$ cat config.mk
export PLATFORM = sky130hd
export DESIGN_NAME = cuenta_unos_param_flat
export DESIGN_NICKNAME = d
export VERILOG_FILES = /design/src/rtl/cuenta_unos_param_if.sv /design/src/rtl/cuenta_unos_param.sv /design/src/flat_wrapper.sv
export SDC_FILE = /design/constraint.sdc
export NUM_CORES = 1
export LEC_CHECK = 0
export ABC_AREA = 0
export CORE_AREA = 4 4 50 52
export CTS_BUF_LIST = sky130_fd_sc_hd__clkbuf_8
export DETAILED_ROUTE_END_ITERATION = 8
export DIE_AREA = 0 0 54 56
export GPL_ROUTABILITY_DRIVEN = 0
export HOLD_SLACK_MARGIN = 0.08
export PLACE_DENSITY = 0.68
export SYNTH_ARGS = -nofsm -noshare
export SYNTH_HDL_FRONTEND = slang
export SYNTH_SLANG_ARGS = --single-unit
$ cat constraint.sdc
create_clock -name clk -period 2.85 [get_ports clk]
set_clock_uncertainty 0.2 [all_clocks]
set_input_delay 0.57 -clock clk [delete_from_list [all_inputs] [get_ports clk]]
set_output_delay 0.57 -clock clk [all_outputs]
set_load 0.01 [all_outputs]
$ cat src/rtl/cuenta_unos_param_if.sv
// Start/fin handshake bundle for the parametrised population counter.
interface cuenta_unos_param_if #(
    parameter int unsigned N  = 8,
    parameter int unsigned CW = $clog2(N + 1)
);
    logic          start;
    logic [N-1:0]  Valor;
    logic          modo;
    logic [CW-1:0] Cuenta;
    logic          fin;
    logic          ocupado;

    // Requester side: issues operands, observes the result.
    modport master (
        output start, Valor, modo,
        input  Cuenta, fin, ocupado
    );

    // Counter side: accepts operands, publishes the result.
    modport slave (
        input  start, Valor, modo,
        output Cuenta, fin, ocupado
    );
endinterface

$ cat src/rtl/cuenta_unos_param.sv
// Sequential ones/zeros counter: shift register + accumulator under a
// three-state control unit, with early exit once no set bits remain.
module cuenta_unos_param #(
    parameter int unsigned N  = 8,
    parameter int unsigned CW = $clog2(N + 1)
) (
    input  logic               clk,
    input  logic               reset,
    cuenta_unos_param_if.slave bus
);

    typedef enum logic [1:0] {
        REPOSO = 2'd0,
        CUENTA = 2'd1,
        FIN    = 2'd2
    } state_t;

    state_t        state_q, state_d;
    logic [N-1:0]  q_q, q_d;
    logic [CW-1:0] a_q, a_d;
    logic [CW-1:0] cuenta_q, cuenta_d;
    logic          fin_q, fin_d;
    logic          ocupado_q, ocupado_d;

    // State, datapath and output registers; reset drops any partial result.
    always_ff @(posedge clk or negedge reset) begin
        if (!reset) begin
            state_q   <= REPOSO;
            q_q       <= '0;
            a_q       <= '0;
            cuenta_q  <= '0;
            fin_q     <= 1'b0;
            ocupado_q <= 1'b0;
        end else begin
            state_q   <= state_d;
            q_q       <= q_d;
            a_q       <= a_d;
            cuenta_q  <= cuenta_d;
            fin_q     <= fin_d;
            ocupado_q <= ocupado_d;
        end
    end

    // Next state, datapath control and registered-output next values.
    always_comb begin
        state_d   = state_q;
        q_d       = q_q;
        a_d       = a_q;
        cuenta_d  = cuenta_q;
        fin_d     = 1'b0;
        ocupado_d = 1'b0;

        unique case (state_q)
            REPOSO: begin
                if (bus.start) begin
                    // Inverting before the load lets zero-counting reuse the early exit.
                    q_d     = bus.modo ? ~bus.Valor : bus.Valor;
                    a_d     = '0;
                    state_d = CUENTA;
                end
            end
            CUENTA: begin
                a_d = a_q + CW'(q_q[0]);
                q_d = q_q >> 1;
                if ((q_q >> 1) == '0) begin
                    state_d = FIN;
                end
            end
            FIN: begin
                cuenta_d = a_q;
                fin_d    = 1'b1;
                state_d  = REPOSO;
                if (bus.start) begin
                    q_d     = bus.modo ? ~bus.Valor : bus.Valor;
                    a_d     = '0;
                    state_d = CUENTA;
                end
            end
            default: begin
                state_d = REPOSO;
            end
        endcase

        // Busy mirrors the state being entered so it aligns with CUENTA.
        ocupado_d = (state_d == CUENTA);
    end

    assign bus.Cuenta  = cuenta_q;
    assign bus.fin     = fin_q;
    assign bus.ocupado = ocupado_q;

endmodule

$ cat src/flat_wrapper.sv
// flat-port wrapper written by rule: the top's interface ports become plain ports
module cuenta_unos_param_flat 
#(
    parameter int unsigned N  = 8,
    parameter int unsigned CW = $clog2(N + 1)
)
  (clk, reset, bus_start, bus_Valor, bus_modo, bus_Cuenta, bus_fin, bus_ocupado);
  cuenta_unos_param_if #(.N(N), .CW(CW)) bus_i ();
  input  logic clk;
  input  logic reset;
  input wire logic [$bits(bus_i.start)-1:0] bus_start;
  input wire logic [$bits(bus_i.Valor)-1:0] bus_Valor;
  input wire logic [$bits(bus_i.modo)-1:0] bus_modo;
  output wire logic [$bits(bus_i.Cuenta)-1:0] bus_Cuenta;
  output wire logic [$bits(bus_i.fin)-1:0] bus_fin;
  output wire logic [$bits(bus_i.ocupado)-1:0] bus_ocupado;
  assign bus_i.start = bus_start;
  assign bus_i.Valor = bus_Valor;
  assign bus_i.modo = bus_modo;
  assign bus_Cuenta = bus_i.Cuenta;
  assign bus_fin = bus_i.fin;
  assign bus_ocupado = bus_i.ocupado;
  cuenta_unos_param #(.N(N), .CW(CW)) u_core (.clk(clk), .reset(reset), .bus(bus_i));
endmodule
==> results of run 1 <==
## how the worst max path moves through the flow
stage	startpoint	to	slack [ns]	depth (start not counted)
3_5_place_dp	bus_modo	u_core.q_q[4]	0.71	4
3_3_place_gp	bus_modo	u_core.q_q[4]	0.73	4
2_1_floorplan	bus_modo	u_core.q_q[3]	1.30	4
6_report	u_core.bus.Cuenta[3]	bus_Cuenta[3]	0.95	1
4_1_cts	u_core.bus.Cuenta[3]	bus_Cuenta[3]	0.93	1
5_1_grt	u_core.bus.Cuenta[3]	bus_Cuenta[3]	0.89	1
## power groups by stage
stage               combinational (mW)  sequential [mW]  clock, mW
finish                           0.424            0.473      0.280
floorplan                        0.286            0.471          0
global route                     0.468            0.486      0.298
detailed placement               0.428            0.479          0
global placement                 0.419            0.475          0
CTS                              0.430            0.474      0.284
## per-stage QoR
step | utilization | cell area (um2)
2_1_floorplan | - | 897
3_3_place_gp | 0.523 | 1100
3_5_place_dp | 0.523 | 1100
4_1_cts | 0.557 | 1170
5_1_grt | 0.557 | 1170
6_report | 0.557 | 1170
## cell usage in the layout (no fill, tap or decap)
cell             synthesis  layout
xnor2_1                  8       8
clkdlybuf4s50_1          0      17
nand4_1                  1       1
bufinv_16                0       1
a21oi_2                  1       1
a22o_1                   2       2
o2bb2ai_1                1       1
nor2b_1                  1       1
a221o_2                  2       2
a221o_1                  5       5
or4_4                    1       1
nand2_1                  4       4
buf_4                    0       2
clkbuf_8                 0       3
nand3_1                  1       1
mux2_2                   4       4
inv_1                    2       2
o21ai_1                  1       1
dfrtp_1                 20      20
or3_1                    1       1
nor4_2                   1       1
o21ai_2                  1       1
nand3b_1                 1       1
nor2_1                   7       7
nand2b_1                 1       1
mux2i_1                  1       1
ha_1                     2       2
## metal layers
layer / GRT usage / up-vias
met2: 0.187 / 17
met5: 0 / -
met1: 0.139 / 273
li1: - / 301
met3: 0.0349 / 0
met4: 0.0534 / 0
## logic make-up (layout without fill, tap and decap cells)
kind of cell | Yosys count | after routing | share of synthesized area
AO/OA/AOI/OAI | 13 | 13 | 0.135
XOR/XNOR | 8 | 8 | 0.0781
adder cells (fa/ha/maj) | 2 | 2 | 0.0279
buffers and inverters | 5 | 25 | 0.0251
flip-flops | 20 | 20 | 0.558
multiplexers | 5 | 5 | 0.0614
AND/OR/NAND/NOR | 19 | 19 | 0.114
## cell type report
| type | count | area (um2) |
|---|---|---|
| clock buffers | 3 | 41.3 |
| clock inverters | 1 | 30.0 |
| fillers | 178 | 932 |
| inverters | 2 | 7.51 |
| multi-input cells | 47 | 374 |
| flip-flops and latches | 20 | 500 |
| well taps | 28 | 35.0 |
| repair buffers | 19 | 185 |
## sequential cells by signal, indices dropped and copies added, names as in the netlist
| register | cells |
|---|---|
| u_core.q_q | 8 |
| u_core.a_q | 4 |
| u_core.bus.Cuenta | 4 |
| u_core.state_q | 2 |
| u_core.bus.fin | 1 |
| u_core.bus.ocupado | 1 |
==> results.sh, run 1 <==
export IMPL_start_util=0.426
export IMPL_dp_hpwl_um=1100
export IMPL_seqPwrFrac=0.402
export IMPL_met3WireLength_um=110
export IMPL_async_flop_share=1.00
export IMPL_rrSetupSlack_ns=1.26
export IMPL_setup_viol_count_final=0
export IMPL_cp_max_fo=2
export IMPL_cp_top_family="buffers and inverters"
export IMPL_dieArea_mm2=0.00302
export IMPL_wl_um=1480
export IMPL_reg2reg_from="u_core.state_q[0]"
export IMPL_internal_power_uw=817
export IMPL_drt_met1_wl_um=660
export IMPL_die_y_um=56
export IMPL_ctsResizeCount=0
export IMPL_num_antenna_cells=0
export IMPL_switching_power_uw=361
export IMPL_min_delay_start="u_core.a_q[3]"
export IMPL_maxCapViolCount=0
export IMPL_clock_power_share=0.238
export IMPL_power_leakage_nw=0.522
export IMPL_port_buffers=17
export IMPL_grt_max_degree=21
export IMPL_die_width_um=54
export IMPL_period_share=0.668
export IMPL_vias_per_cell=4.93
export IMPL_whs_path_depth=1
export IMPL_period_needed_ns=1.90
export IMPL_cp_cell_sequence="clkdlybuf4s50_1"
export IMPL_drt_pass1_iterations=4
export IMPL_drc_errors=0
export IMPL_place_ws_ns=0.712
export IMPL_synth_warnings=0
export IMPL_timing_rr_end="u_core.q_q[3]"
export IMPL_crit_slowest_cell="clkdlybuf4s50_1"
export IMPL_syn_nets=86
export IMPL_gr_total_overflow=0
export IMPL_irDropWorstVdd_v=0.000478
export IMPL_cts_root_buf="clkbuf_8"
export IMPL_crit_buf_inv=1
export IMPL_rsz0062_at_grt="false"
export IMPL_ys_seq_elements=20
export IMPL_coreArea_mm2=0.00211
export IMPL_yosysMostFrequentCell="dfrtp_1"
export IMPL_antenna_found_initial=0
export IMPL_clk_latency_ns=0.26
export IMPL_synth_main_ff_cell="dfrtp_1"
export IMPL_outcome="completed"
export IMPL_cts_hold_buf=0
export IMPL_drive_gt1_frac=0.174
export IMPL_areaGrowthSynthToFinish_pct=30.8
export IMPL_drv_slew=0
export IMPL_track_usage=0.117
export IMPL_pin_count=18
export IMPL_hp_class="reg -> reg"
export IMPL_synthTopCellsByCount="dfrtp_1, xnor2_1, nor2_1"
export IMPL_synth_seq_area_share=0.558
export IMPL_ant_nets=0
export IMPL_core_rowCount=17
export IMPL_wl_met2_um=711
export IMPL_yosys_area_top_type="dfrtp_1"
export IMPL_yosys_cell_types_count=24
export IMPL_maxSlewHeadroom=0.695
export IMPL_startpoint_type="register"
export IMPL_synth_area_um2=897
export IMPL_cp_arrival_ns=1.13
export IMPL_required_ns=2.08
export IMPL_ff2ff_path_depth=4
export IMPL_holdPathEnd="u_core.a_q[3]"
export IMPL_postSynthCellCount=72
export IMPL_cp_slowest_stage_delay_ns=0.53
export IMPL_yosys_top_cells_area="dfrtp_1, xnor2_1, a221o_1"
export IMPL_holdWs_ns=0.279
export IMPL_cts_max_level=1
export IMPL_cts_sinks=20
export IMPL_switching_share=0.306
export IMPL_instances_no_fill=120
export IMPL_synth_top_area_share=0.558
export IMPL_power_mw=1.18
export IMPL_critical_path_class="reg -> out"
export IMPL_top_layer="met3"
export IMPL_tritoncts="yes"
export IMPL_post_cts_buffers=0
export IMPL_synth_edf_count=0
export IMPL_cts_buffer_depth=2
export IMPL_fin_tns_setup_ns=0
export IMPL_vias=591
export IMPL_finalHoldViolations=0
export IMPL_pwr_share_comb=0.360
export IMPL_wire_per_inst_um=12.4
export IMPL_power_density_mw_per_mm2=1000
export IMPL_endpoint_kind="output port"
export IMPL_dp_cells=116
export IMPL_fmax_ghz=0.525
export IMPL_grt_pass1_vias=616
export IMPL_fin_nets=107
export IMPL_avgSynthCellArea_um2=12.5
export IMPL_grt_pass1_wl_um=2600
export IMPL_post_route_worst_setup_slack_ns=0.946
export IMPL_first_iter_violations=19
export IMPL_numCtsBuffers=3
export IMPL_worst_pin_slew_ns=0.458
export IMPL_cts_clk_slew_worst_paths_ns=0.08
(Power assumes the default switching activity.)
==> run 2: changes to the inputs <==
==> constraint.sdc (replaced) <==
create_clock -name clk -period 2 [get_ports clk]
set_clock_uncertainty 0.2 [all_clocks]
set_input_delay 0.4 -clock clk [delete_from_list [all_inputs] [get_ports clk]]
set_output_delay 0.4 -clock clk [all_outputs]
set_load 0.01 [all_outputs]
==> run 2 against run 1 <==
Compared with the run above:
- critical path depth unchanged
- first-iteration DRC count down 63%
- die area did not move
- power rose by 44%
- count of clock-buffer cells in the layout stayed put
- clock power up 41%
- final cell count rose by 2.5%
==> results.sh, run 2 (same netlist as run 1, synthesis figures left out) <==
export IMPL_utilization=0.568
export IMPL_drive_gt1_frac=0.200
export IMPL_layout_commonest_cell="dfrtp_1"
export IMPL_required_ns=1.40
export IMPL_post_route_worst_setup_slack_ns=0.271
export IMPL_outcome="completed"
export IMPL_grt_pass1_wl_um=2480
export IMPL_vias=626
export IMPL_ant_nets=0
export IMPL_worst_pin_slew_ns=0.445
export IMPL_ctsResizeCount=0
export IMPL_crit_buf_inv=1
export IMPL_die_y_um=56
export IMPL_core_rowCount=17
export IMPL_port_buffers=17
export IMPL_period_share=0.865
export IMPL_drt_pass1_iterations=4
export IMPL_num_antenna_cells=0
export IMPL_cp_arrival_ns=1.13
export IMPL_numCtsBuffers=3
export IMPL_gr_total_overflow=0
export IMPL_final_cell_mix="dfrtp_1, clkdlybuf4s50_1, xnor2_1, nor2_1"
export IMPL_dp_cells=119
export IMPL_drt_met1_wl_um=654
export IMPL_drv_slew=0
export IMPL_cts_sinks=20
export IMPL_met3WireLength_um=100
export IMPL_wl_met2_um=665
export IMPL_dieArea_mm2=0.00302
export IMPL_grt_pass1_vias=576
export IMPL_fillCellCount=184
export IMPL_track_usage=0.111
export IMPL_place_ws_ns=0.170
export IMPL_power_mw=1.70
export IMPL_cts_root_buf="clkbuf_8"
export IMPL_largest_reg_flops=8
export IMPL_critical_path_class="reg -> out"
export IMPL_wire_per_inst_um=11.7
export IMPL_start_util=0.426
export IMPL_cp_max_fo=2
export IMPL_rsz0062_at_grt="false"
export IMPL_postPlaceCellArea_mm2=0.00112
export IMPL_areaGrowthSynthToFinish_pct=33.3
export IMPL_fin_tns_setup_ns=0
export IMPL_cts_buffer_depth=2
export IMPL_cts_max_level=1
export IMPL_cp_slowest_stage_delay_ns=0.53
export IMPL_finalHoldViolations=0
export IMPL_hp_class="in -> async"
export IMPL_instances_no_fill=123
export IMPL_fin_nets=110
export IMPL_drc_errors=0
export IMPL_cts_clk_slew_worst_paths_ns=0.07
export IMPL_coreArea_mm2=0.00211
export IMPL_holdWs_ns=0.279
export IMPL_die_width_um=54
export IMPL_cp_top_family="buffers and inverters"
export IMPL_maxSlewHeadroom=0.703
export IMPL_setup_viol_count_final=0
export IMPL_vias_per_cell=5.09
export IMPL_startpoint_type="register"
export IMPL_clk_latency_ns=0.25
export IMPL_top_register="u_core.q_q"
export IMPL_power_density_mw_per_mm2=1420
export IMPL_fmax_ghz=0.578
export IMPL_endpoint_kind="output port"
export IMPL_final_area_mm2=0.00120
export IMPL_power_leakage_nw=0.535
export IMPL_top_layer="met4"
export IMPL_post_cts_buffers=0
export IMPL_crit_slowest_cell="clkdlybuf4s50_1"
export IMPL_tritoncts="yes"
export IMPL_antenna_found_initial=0
export IMPL_cts_hold_buf=0
export IMPL_pin_count=18
export IMPL_first_iter_violations=7
export IMPL_irDropWorstVdd_v=0.000607
export IMPL_cp_cell_sequence="clkdlybuf4s50_1"
export IMPL_grt_max_degree=21
export IMPL_wl_um=1440
export IMPL_period_needed_ns=1.73
export IMPL_maxCapViolCount=0
==> run 2: cell count changes in the layout (fill, tap and decap cells not counted), sizes merged <==
cell	before	now
buf	2	5
==> run 2: power breakdown <==
group / switching (mW) / internal, mW / leakage (nW)
logic: 0.269 / 0.356 / 0.243
registers: 0.114 / 0.563 / 0.257
clock network: 0.127 / 0.267 / 0.0357
==> run 2: path summary, 6_finish.rpt <==
path	start	to	slack, ns	cells past startpoint
max in group asynchronous	reset	u_core.q_q[3]	1.12	2
setup reg to reg	u_core.state_q[0]	u_core.q_q[5]	0.43	4
setup / recovery	u_core.bus.Cuenta[0]	bus_Cuenta[0]	0.27	1
hold / removal	reset	u_core.bus.ocupado	0.28	2
min in group clk	u_core.a_q[3]	u_core.a_q[3]	0.28	1
hold reg to reg	u_core.a_q[3]	u_core.a_q[3]	0.28	1
==> run 2: final cells by class <==
| cell class | count | area (um2) | share of cell area |
|---|---|---|---|
| Sequential cell | 20 | 500 | 0.418 |
| Multi-Input combinational cell | 47 | 374 | 0.313 |
| Timing Repair Buffer | 22 | 208 | 0.174 |
| Clock buffer | 3 | 41.3 | 0.0345 |
| Tap cell | 28 | 35.0 | 0.0293 |
| Clock inverter | 1 | 30.0 | 0.0251 |
| Inverter | 2 | 7.51 | 0.00628 |
==> run 2: metal layers <==
layer  vias to the layer above  track usage
li1                        306            -
met1                       299        0.141
met2                        19        0.166
met3                         2       0.0268
met4                         0       0.0641
met5                         -            0
==> run 3: changes to the inputs <==
--- a/config.mk
+++ b/config.mk
@@ -6,10 +6,10 @@
 export NUM_CORES = 1
 export LEC_CHECK = 0
 export ABC_AREA = 0
-export CORE_AREA = 4 4 50 52
+export CORE_AREA = 2 2 48 50
 export CTS_BUF_LIST = sky130_fd_sc_hd__clkbuf_8
 export DETAILED_ROUTE_END_ITERATION = 8
-export DIE_AREA = 0 0 54 56
+export DIE_AREA = 0 0 50 52
 export GPL_ROUTABILITY_DRIVEN = 0
 export HOLD_SLACK_MARGIN = 0.08
 export PLACE_DENSITY = 0.68
==> run 3 against run 2 <==
Compared with the run above:
- power is 8.3% lower
- non-clock buffer count shrank 1
- first-iteration DRC count down 71%
- fmax fell by 0.30%
- die area decreased by 14%
- clock power fell by 35%
- wire length up 5.7%
- final cell count shrank 1.6%
- critical path type unchanged
- largest cell class unchanged
- largest power group unchanged
- highest routed layer unchanged
==> results.sh, run 3 (same netlist as run 1, synthesis figures left out) <==
export IMPL_wl_um=1530
export IMPL_drv_slew=0
export IMPL_cts_root_buf="clkbuf_8"
export IMPL_largest_reg_flops=8
export IMPL_cp_cell_sequence="clkdlybuf4s50_1"
export IMPL_coreArea_mm2=0.00211
export IMPL_outcome="completed"
export IMPL_post_route_worst_setup_slack_ns=0.266
export IMPL_areaGrowthSynthToFinish_pct=29.1
export IMPL_core_rowCount=17
export IMPL_cts_hold_buf=0
export IMPL_cp_slowest_stage_delay_ns=0.54
export IMPL_die_width_um=50
export IMPL_gr_total_overflow=0
export IMPL_ctsResizeCount=0
export IMPL_crit_slowest_cell="clkdlybuf4s50_1"
export IMPL_power_density_mw_per_mm2=1340
export IMPL_fmax_ghz=0.577
export IMPL_cts_buffer_depth=2
export IMPL_num_antenna_cells=0
export IMPL_fillCellCount=182
export IMPL_first_iter_violations=2
export IMPL_reg2reg_from="u_core.q_q[4]"
export IMPL_place_ws_ns=0.176
export IMPL_pin_count=18
export IMPL_port_buffers=17
export IMPL_endpoint_kind="output port"
export IMPL_fin_nets=109
export IMPL_post_cts_buffers=0
export IMPL_fin_tns_setup_ns=0
export IMPL_vias=617
export IMPL_drc_errors=0
export IMPL_track_usage=0.141
export IMPL_die_y_um=52
export IMPL_cp_top_family="buffers and inverters"
export IMPL_antenna_found_initial=0
export IMPL_period_needed_ns=1.73
export IMPL_layout_commonest_cell="dfrtp_1"
export IMPL_numCtsBuffers=3
export IMPL_tritoncts="yes"
export IMPL_cp_max_fo=2
export IMPL_cts_max_level=1
export IMPL_drt_pass1_iterations=2
export IMPL_crit_buf_inv=1
export IMPL_cts_clk_slew_worst_paths_ns=0.07
export IMPL_setup_viol_count_final=0
export IMPL_maxSlewHeadroom=0.683
export IMPL_finalHoldViolations=0
export IMPL_period_share=0.867
export IMPL_startpoint_type="register"
export IMPL_vias_per_cell=5.10
export IMPL_cts_sinks=20
export IMPL_grt_pass1_vias=631
export IMPL_wire_per_inst_um=12.6
export IMPL_hp_class="in -> async"
export IMPL_cp_arrival_ns=1.13
export IMPL_required_ns=1.40
export IMPL_rrSetupSlack_ns=0.50
export IMPL_ff2ff_path_depth=3
export IMPL_timing_rr_end="u_core.state_q[0]"
export IMPL_clk_latency_ns=0.25
export IMPL_top_register="u_core.q_q"
export IMPL_grt_pass1_wl_um=2720
export IMPL_worst_pin_slew_ns=0.475
export IMPL_power_mw=1.55
export IMPL_start_util=0.426
export IMPL_dieArea_mm2=0.00260
export IMPL_final_cell_mix="dfrtp_1, clkdlybuf4s50_1, xnor2_1, nor2_1, a221o_1"
export IMPL_critical_path_class="reg -> out"
export IMPL_power_leakage_nw=0.517
export IMPL_grt_max_degree=21
export IMPL_postPlaceCellArea_mm2=0.00112
export IMPL_maxCapViolCount=0
export IMPL_drive_gt1_frac=0.183
export IMPL_final_area_mm2=0.00116
export IMPL_irDropWorstVdd_v=0.000601
export IMPL_rsz0062_at_grt="false"
export IMPL_ant_nets=0
[run 3: how the worst max path moves through the flow]
stage / from / end / slack [ns] / cells after the start
3_5_place_dp: bus_modo / u_core.q_q[3] / 0.18 / 5
3_3_place_gp: bus_modo / u_core.q_q[4] / 0.19 / 5
5_1_grt: u_core.bus.Cuenta[0] / bus_Cuenta[0] / 0.22 / 1
6_report: u_core.bus.Cuenta[2] / bus_Cuenta[2] / 0.27 / 1
2_1_floorplan: u_core.q_q[4] / u_core.bus.ocupado / 0.56 / 3
4_1_cts: u_core.bus.Cuenta[2] / bus_Cuenta[2] / 0.25 / 1
[run 3: per-stage QoR]
step / hold WS [ns] / util / instances
2_1_floorplan: -0.0956 / - / 72
3_3_place_gp: 0.264 / 0.531 / 118
3_5_place_dp: 0.274 / 0.531 / 118
4_1_cts: 0.281 / 0.550 / 121
5_1_grt: 0.302 / 0.550 / 121
6_report: 0.275 / 0.550 / 121
[run 3: layer usage]
layer | GRT usage | share of wire | routed length, um | up-vias
met2 | 0.235 | 0.49 | 744 | 18
li1 | - | - | - | 301
met5 | 0 | 0 | 0 | -
met4 | 0.0694 | 0.0085 | 13 | 0
met3 | 0.0374 | 0.048 | 74 | 2
met1 | 0.168 | 0.45 | 693 | 296
[run 3: final cells by class]
class | count | area (um2) | area share
flip-flops and latches | 20 | 500 | 0.432
multi-input cells | 47 | 374 | 0.323
repair buffers | 21 | 200 | 0.173
clock buffers | 3 | 41.3 | 0.0356
well taps | 28 | 35.0 | 0.0302
inverters | 2 | 7.51 | 0.00648
[run 3: power breakdown]
group	switching [mW]	internal [mW]
Combinational	0.279	0.343
Sequential	0.114	0.563
Clock	0.123	0.134
Total	0.515	1.04
==> edit 1: new RTL, settings of run 2 <==
`N` is set to 8 in 3 places; all go to 4.
--- a/src/rtl/cuenta_unos_param_if.sv
+++ b/src/rtl/cuenta_unos_param_if.sv
@@ -1,6 +1,6 @@
 // Start/fin handshake bundle for the parametrised population counter.
 interface cuenta_unos_param_if #(
-    parameter int unsigned N  = 8,
+    parameter int unsigned N  = 4,
     parameter int unsigned CW = $clog2(N + 1)
 );
     logic          start;
--- a/src/rtl/cuenta_unos_param.sv
+++ b/src/rtl/cuenta_unos_param.sv
@@ -1,7 +1,7 @@
 // Sequential ones/zeros counter: shift register + accumulator under a
 // three-state control unit, with early exit once no set bits remain.
 module cuenta_unos_param #(
-    parameter int unsigned N  = 8,
+    parameter int unsigned N  = 4,
     parameter int unsigned CW = $clog2(N + 1)
 ) (
     input  logic               clk,
--- a/src/flat_wrapper.sv
+++ b/src/flat_wrapper.sv
@@ -1,7 +1,7 @@
 // flat-port wrapper written by rule: the top's interface ports become plain ports
 module cuenta_unos_param_flat 
 #(
-    parameter int unsigned N  = 8,
+    parameter int unsigned N  = 4,
     parameter int unsigned CW = $clog2(N + 1)
 )
   (clk, reset, bus_start, bus_Valor, bus_modo, bus_Cuenta, bus_fin, bus_ocupado);
Ports: changed (resized bus_Cuenta and bus_Valor); port bits go from 18 to 13. No check against the original RTL was run, so the function may have changed too.
==> edit 1 against run 2 <==
  * Area after synthesis is 30% lower
  * Clock power is 44% lower
  * Sequential cell count is 6 lower
  * Final area is 30% lower
  * Non-clock buffer count is 9 lower
  * Routed wire length is 25% lower
  * Synthesized cell count is 32% lower
  * Hold slack worse by 0.0092 ns
  * Worst setup slack better by 0.012 ns
  * Core utilization is 17 points lower
  * Power is 29% lower
  * Critical path type unchanged
  * Critical endpoint unchanged
  * Largest cell class unchanged
  * Highest routed layer is now met3
==> edit 1: results (changes against run 2) <==
Global route
  – Remaining Overflow, GRT: 0 (unchanged)
  – Antenna violations before repair: 0 (unchanged)
  – Largest net degree at the start of global routing: 15 (was 21)
  – Vias in the first global route: 437 (was 576)
  – All-Layer GR Usage: 0.0859 (was 0.111)
  – First-pass GRT wire length: 1.84 mm (was 2.48 mm)

Clock network
  – Root buffer cell: clkbuf_8 (unchanged)
  – Clock Pin Slew Worst Setup and Hold Paths: 0.05 ns (was 0.07 ns)
  – Clk Latency, worst-skew pair: 0.24 ns
  – CTS H-tree lvls: 1 (unchanged)
  – Setup bufs post-CTS: 0 (unchanged)
  – CTS resizes: 0 (unchanged)
  – Clk buf depth: 2 (unchanged)

Routing
  – DR WL/cell: 11.6 um (was 11.7 um)
  – Drt pass-1 iters: 2 (was 4)
  – Routed Antenna Nets: 0 (unchanged)
  – Via count: 423 (was 626)
  – 1st-iter DRT viols: 2 (was 7)

Placed design
  – Buffers on Ports: 12 (was 17)
  – Hpwl dp: 865 um
  – Placed Cells: 90 (was 119)
  – Cell Area, Placed: 792 um2 (was 1120 um2)

Layout
  – Register with the most flip-flops: u_core.q_q (unchanged)
  – Antenna Cells: 0 (unchanged)
  – Max reg flops: 4 (was 8)
  – Layout cells sized above 1: 0.138 (was 0.200)
  – NumNets Final: 77 (was 110)
  – Post-Layout Cell Count: 93 (was 123)

Worst setup path
  – Max stage delay on crit path: 0.54 ns
  – Reg2reg path depth: 4 (unchanged)
  – Crit-path leading delay family: buffers and inverters (unchanged)
  – Crit path max fanout: 2 (unchanged)

Yosys
  – Asr flop ratio synth: 1.00 (unchanged)
  – Most instantiated cells after synthesis: 14 x dfrtp_1, 4 x xnor2_1 (was 20 x dfrtp_1, 8 x xnor2_1, 7 x nor2_1, 5 x a221o_1)
  – Mapped Nets: 59 (was 86)
  – Synth area leaders: dfrtp_1 56%, xnor2_1 5.6%, mux2_2 5.4% (was dfrtp_1 56%, xnor2_1 7.8%, a221o_1 5.6%)
  – Post-synthesis cell type count: 20 (was 24)
  – Seq/Total Area, Yosys: 0.557 (was 0.558)
  – Syn avg cell area: 12.8 um2 (was 12.5 um2)

Worst hold path
  – HP Class: primary input to async pin (unchanged)

Timing
  – Slew Viols, Final: 0 (unchanged)
  – Worst slew pin tran: 0.292 ns (was 0.445 ns)

Status
  – Status: completed (unchanged)

Power
  – Worst VDD drop: 438 uV (was 607 uV)
  – Sw power: 381 uW (was 510 uW)
  – Leak Pwr: 0.000380 uW (was 0.000535 uW)
edit 1: cell count changes after synthesis, sizes merged, moves of 2 or more:
cell,before,now
xnor2,8,4
nand2,4,0
a221o,7,2
buf,3,0
dfrtp,20,14
nor2,7,3
nand2b,1,4
and2,0,2
edit 1: final cells by class:
class | count | area [um2]
fill | 197 | 1270
multi-input combinational | 33 | 272
sequential | 14 | 350
clock buffer | 3 | 41.3
inverter | 2 | 7.51
timing repair buffer | 13 | 128
tap | 28 | 35.0
edit 1: worst paths after layout:
path / slack, ns / from / endpoint
setup reg to reg: 0.36 / u_core.a_q[0]$_DFFE_PN0P_ / u_core.a_q[1]$_DFFE_PN0P_
max in group asynchronous: 1.16 / reset / u_core.bus.Cuenta[0]$_DFFE_PN0N_
hold / removal: 0.27 / reset / u_core.bus.Cuenta[2]$_DFFE_PN0N_
setup / recovery: 0.28 / u_core.bus.Cuenta[0]$_DFFE_PN0N_ / bus_Cuenta[0]
hold reg to reg: 0.30 / u_core.bus.Cuenta[2]$_DFFE_PN0N_ / u_core.bus.Cuenta[2]$_DFFE_PN0N_
min in group clk: 0.30 / u_core.bus.Cuenta[2]$_DFFE_PN0N_ / u_core.bus.Cuenta[2]$_DFFE_PN0N_
edit 1: routing by layer:
metal / share of wire / wire length (um) / track usage
met2: 0.51 / 547 / 0.138
met1: 0.43 / 461 / 0.0908
met3: 0.066 / 71 / 0.0322
met4: 0 / 0 / 0.0534
met5: 0 / 0 / 0
edit 1: power groups by stage:
stage / Sequential (uW) / Clock [uW] / Combinational [uW]
6_report: 518 / 221 / 464
2_1_floorplan: 514 / 0 / 291
4_1_cts: 520 / 234 / 469
5_1_grt: 540 / 245 / 515
3_3_place_gp: 518 / 0 / 450
3_5_place_dp: 524 / 0 / 469
edit 1: kinds of logic (layout without fill, tap and decap cells):
family | Yosys count | in the layout | share of synthesized area
compound gates | 10 | 10 | 0.121
xor+xnor | 5 | 5 | 0.0696
fa+ha+maj | 2 | 2 | 0.0398
buf+inv | 2 | 18 | 0.0119
flops | 14 | 14 | 0.557
mux | 5 | 5 | 0.0895
simple gates | 11 | 11 | 0.111
edit 1: worst register-to-register path: cells and delay by family (launching register included):
kind / cells / cell delay (ns)
compound gates: 1 / 0.17
flops: 1 / 0.41
fa+ha+maj: 2 / 0.47
mux: 1 / 0.28
edit 1: per-stage QoR:
stage	utilization	setup slack (ns)	total power, uW	hold WS (ns)
6_report	0.396	0.282	1200	0.270
5_1_grt	0.396	0.225	1300	0.296
4_1_cts	0.396	0.264	1220	0.276
3_5_place_dp	0.376	0.174	992	0.295
3_3_place_gp	0.376	0.212	968	0.288
2_1_floorplan	-	0.416	805	-0.0956
==> edit 2: new RTL, config.mk and constraints of run 2 <==
Made on the original files. Make the reset (`reset`) synchronous in one clocked block.
--- a/src/rtl/cuenta_unos_param.sv
+++ b/src/rtl/cuenta_unos_param.sv
@@ -23,7 +23,7 @@
     logic          ocupado_q, ocupado_d;
 
     // State, datapath and output registers; reset drops any partial result.
-    always_ff @(posedge clk or negedge reset) begin
+    always_ff @(posedge clk) begin
         if (!reset) begin
             state_q   <= REPOSO;
             q_q       <= '0;
Check against the original RTL: differs if reset is asserted again (counterexample within 4 cycles, from zero or initial values and one cycle with reset low); with reset held inactive, the same outputs for 10 cycles.
==> edit 2 against run 2 <==
  * Global-route usage rose by 1.7 points
  * Synthesized cell count up 18%
  * Final area fell by 1.7%
  * Highest routed layer unchanged
  * Worst setup slack lost 0.0015 ns
  * Largest cell class is now multi-input gates
  * Via count is 9.9% higher
  * First-iteration DRC count is 29% higher
  * Routed wire length up 14%
  * Area after synthesis down 0.98%
  * Critical path type unchanged
  * Sequential cell count did not move
Power is not compared: it rests on default switching activity, and its combinational part moved more than twofold at a synthesized area within 25%.
==> edit 2: results (changes against run 2) <==
Status
  – Status: completed (unchanged)

Timing
  – Tmin final: 1.73 ns (about the same)
  – Worst hold margin: 0.297 ns (was 0.279 ns)

Routing
  – 1st-iter DRT viols: 9 (was 7)
  – Met1 wire length: 729 um (was 654 um)
  – Via count: 688 (was 626)
  – Met2 WL post-DR: 761 um (was 665 um)

Global route
  – Met1 usage: 0.149 (was 0.141)
  – Met2 Use GR: 0.199 (was 0.166)
  – Largest net degree at the start of global routing: 13 (was 21)
  – Met3 usage: 0.0241 (was 0.0268)
  – Vias in the first global route: 678 (was 576)

Yosys
  – Mapped Nets: 99 (was 86)
  – Top FF cell, synth: dfxtp_1 (was dfrtp_1)
  – Synth area leaders: dfxtp_1 45%, mux2i_1 7.9%, xnor2_1 4.9% (was dfrtp_1 56%, xnor2_1 7.8%, a221o_1 5.6%)
  – Most instantiated cells after synthesis: 20 x dfxtp_1, 9 x nor2_1, 7 x mux2i_1, 5 x xnor2_1 (was 20 x dfrtp_1, 8 x xnor2_1, 7 x nor2_1, 5 x a221o_1)
  – Largest family of logic cells by synthesized area: simple AND/OR/NAND/NOR gates (was compound AO/OA/AOI/OAI gates)
  – Xor-xnor portion of the synthesized cell area: 0.0789 (was 0.0781)
  – Asr flop ratio synth: 0 (was 1.00)
  – Mux contribution to synthesized area: 0.0789 (was 0.0614)
  – Synth Area in Adders: 0.0282 (was 0.0279)
  – Synth Area in Compound Gates: 0.152 (was 0.135)

Placed design
  – Cell Area, Placed: 1100 um2 (was 1120 um2)

Worst setup path
  – R2r startpoint: u_core.state_q[0]$_SDFF_PN0_ (was u_core.state_q[0]$_DFF_PN0_)
  – Reg2reg path depth: 5 (was 4)

Layout
  – Filler cell count: 187 (was 184)
  – NumNets Final: 122 (was 110)

Worst hold path
  – HP Class: flop to flop (was primary input to async pin)
[edit 2: cell types whose count changed in the layout (fill, tap and decap cells not counted), moves of 3 or more]
| cell | before | now |
|---|---|---|
| mux2i_1 | 1 | 7 |
| dfrtp_1 | 20 | 0 |
| xor2_1 | 0 | 3 |
| xnor2_1 | 8 | 5 |
| nand2_1 | 4 | 0 |
| dfxtp_1 | 0 | 20 |
| mux2_2 | 4 | 0 |
| o2bb2ai_1 | 1 | 4 |
| a31oi_1 | 0 | 3 |
[edit 2: area by class of cell]
type	count	area [um2]	area share
timing repair buffer	22	208	0.177
inverter	2	7.51	0.00638
sequential	20	400	0.340
clock buffer	3	41.3	0.0351
tap	28	35.0	0.0298
clock inverter	1	30.0	0.0255
multi-input combinational	59	454	0.386
[edit 2: power groups by stage]
stage	combinational [uW]	sequential (uW)	clock, uW
after floorplan	120	459	0
after global placement	176	466	0
after detailed placement	180	468	0
after CTS	181	458	409
after global routing	198	464	429
final	178	458	401
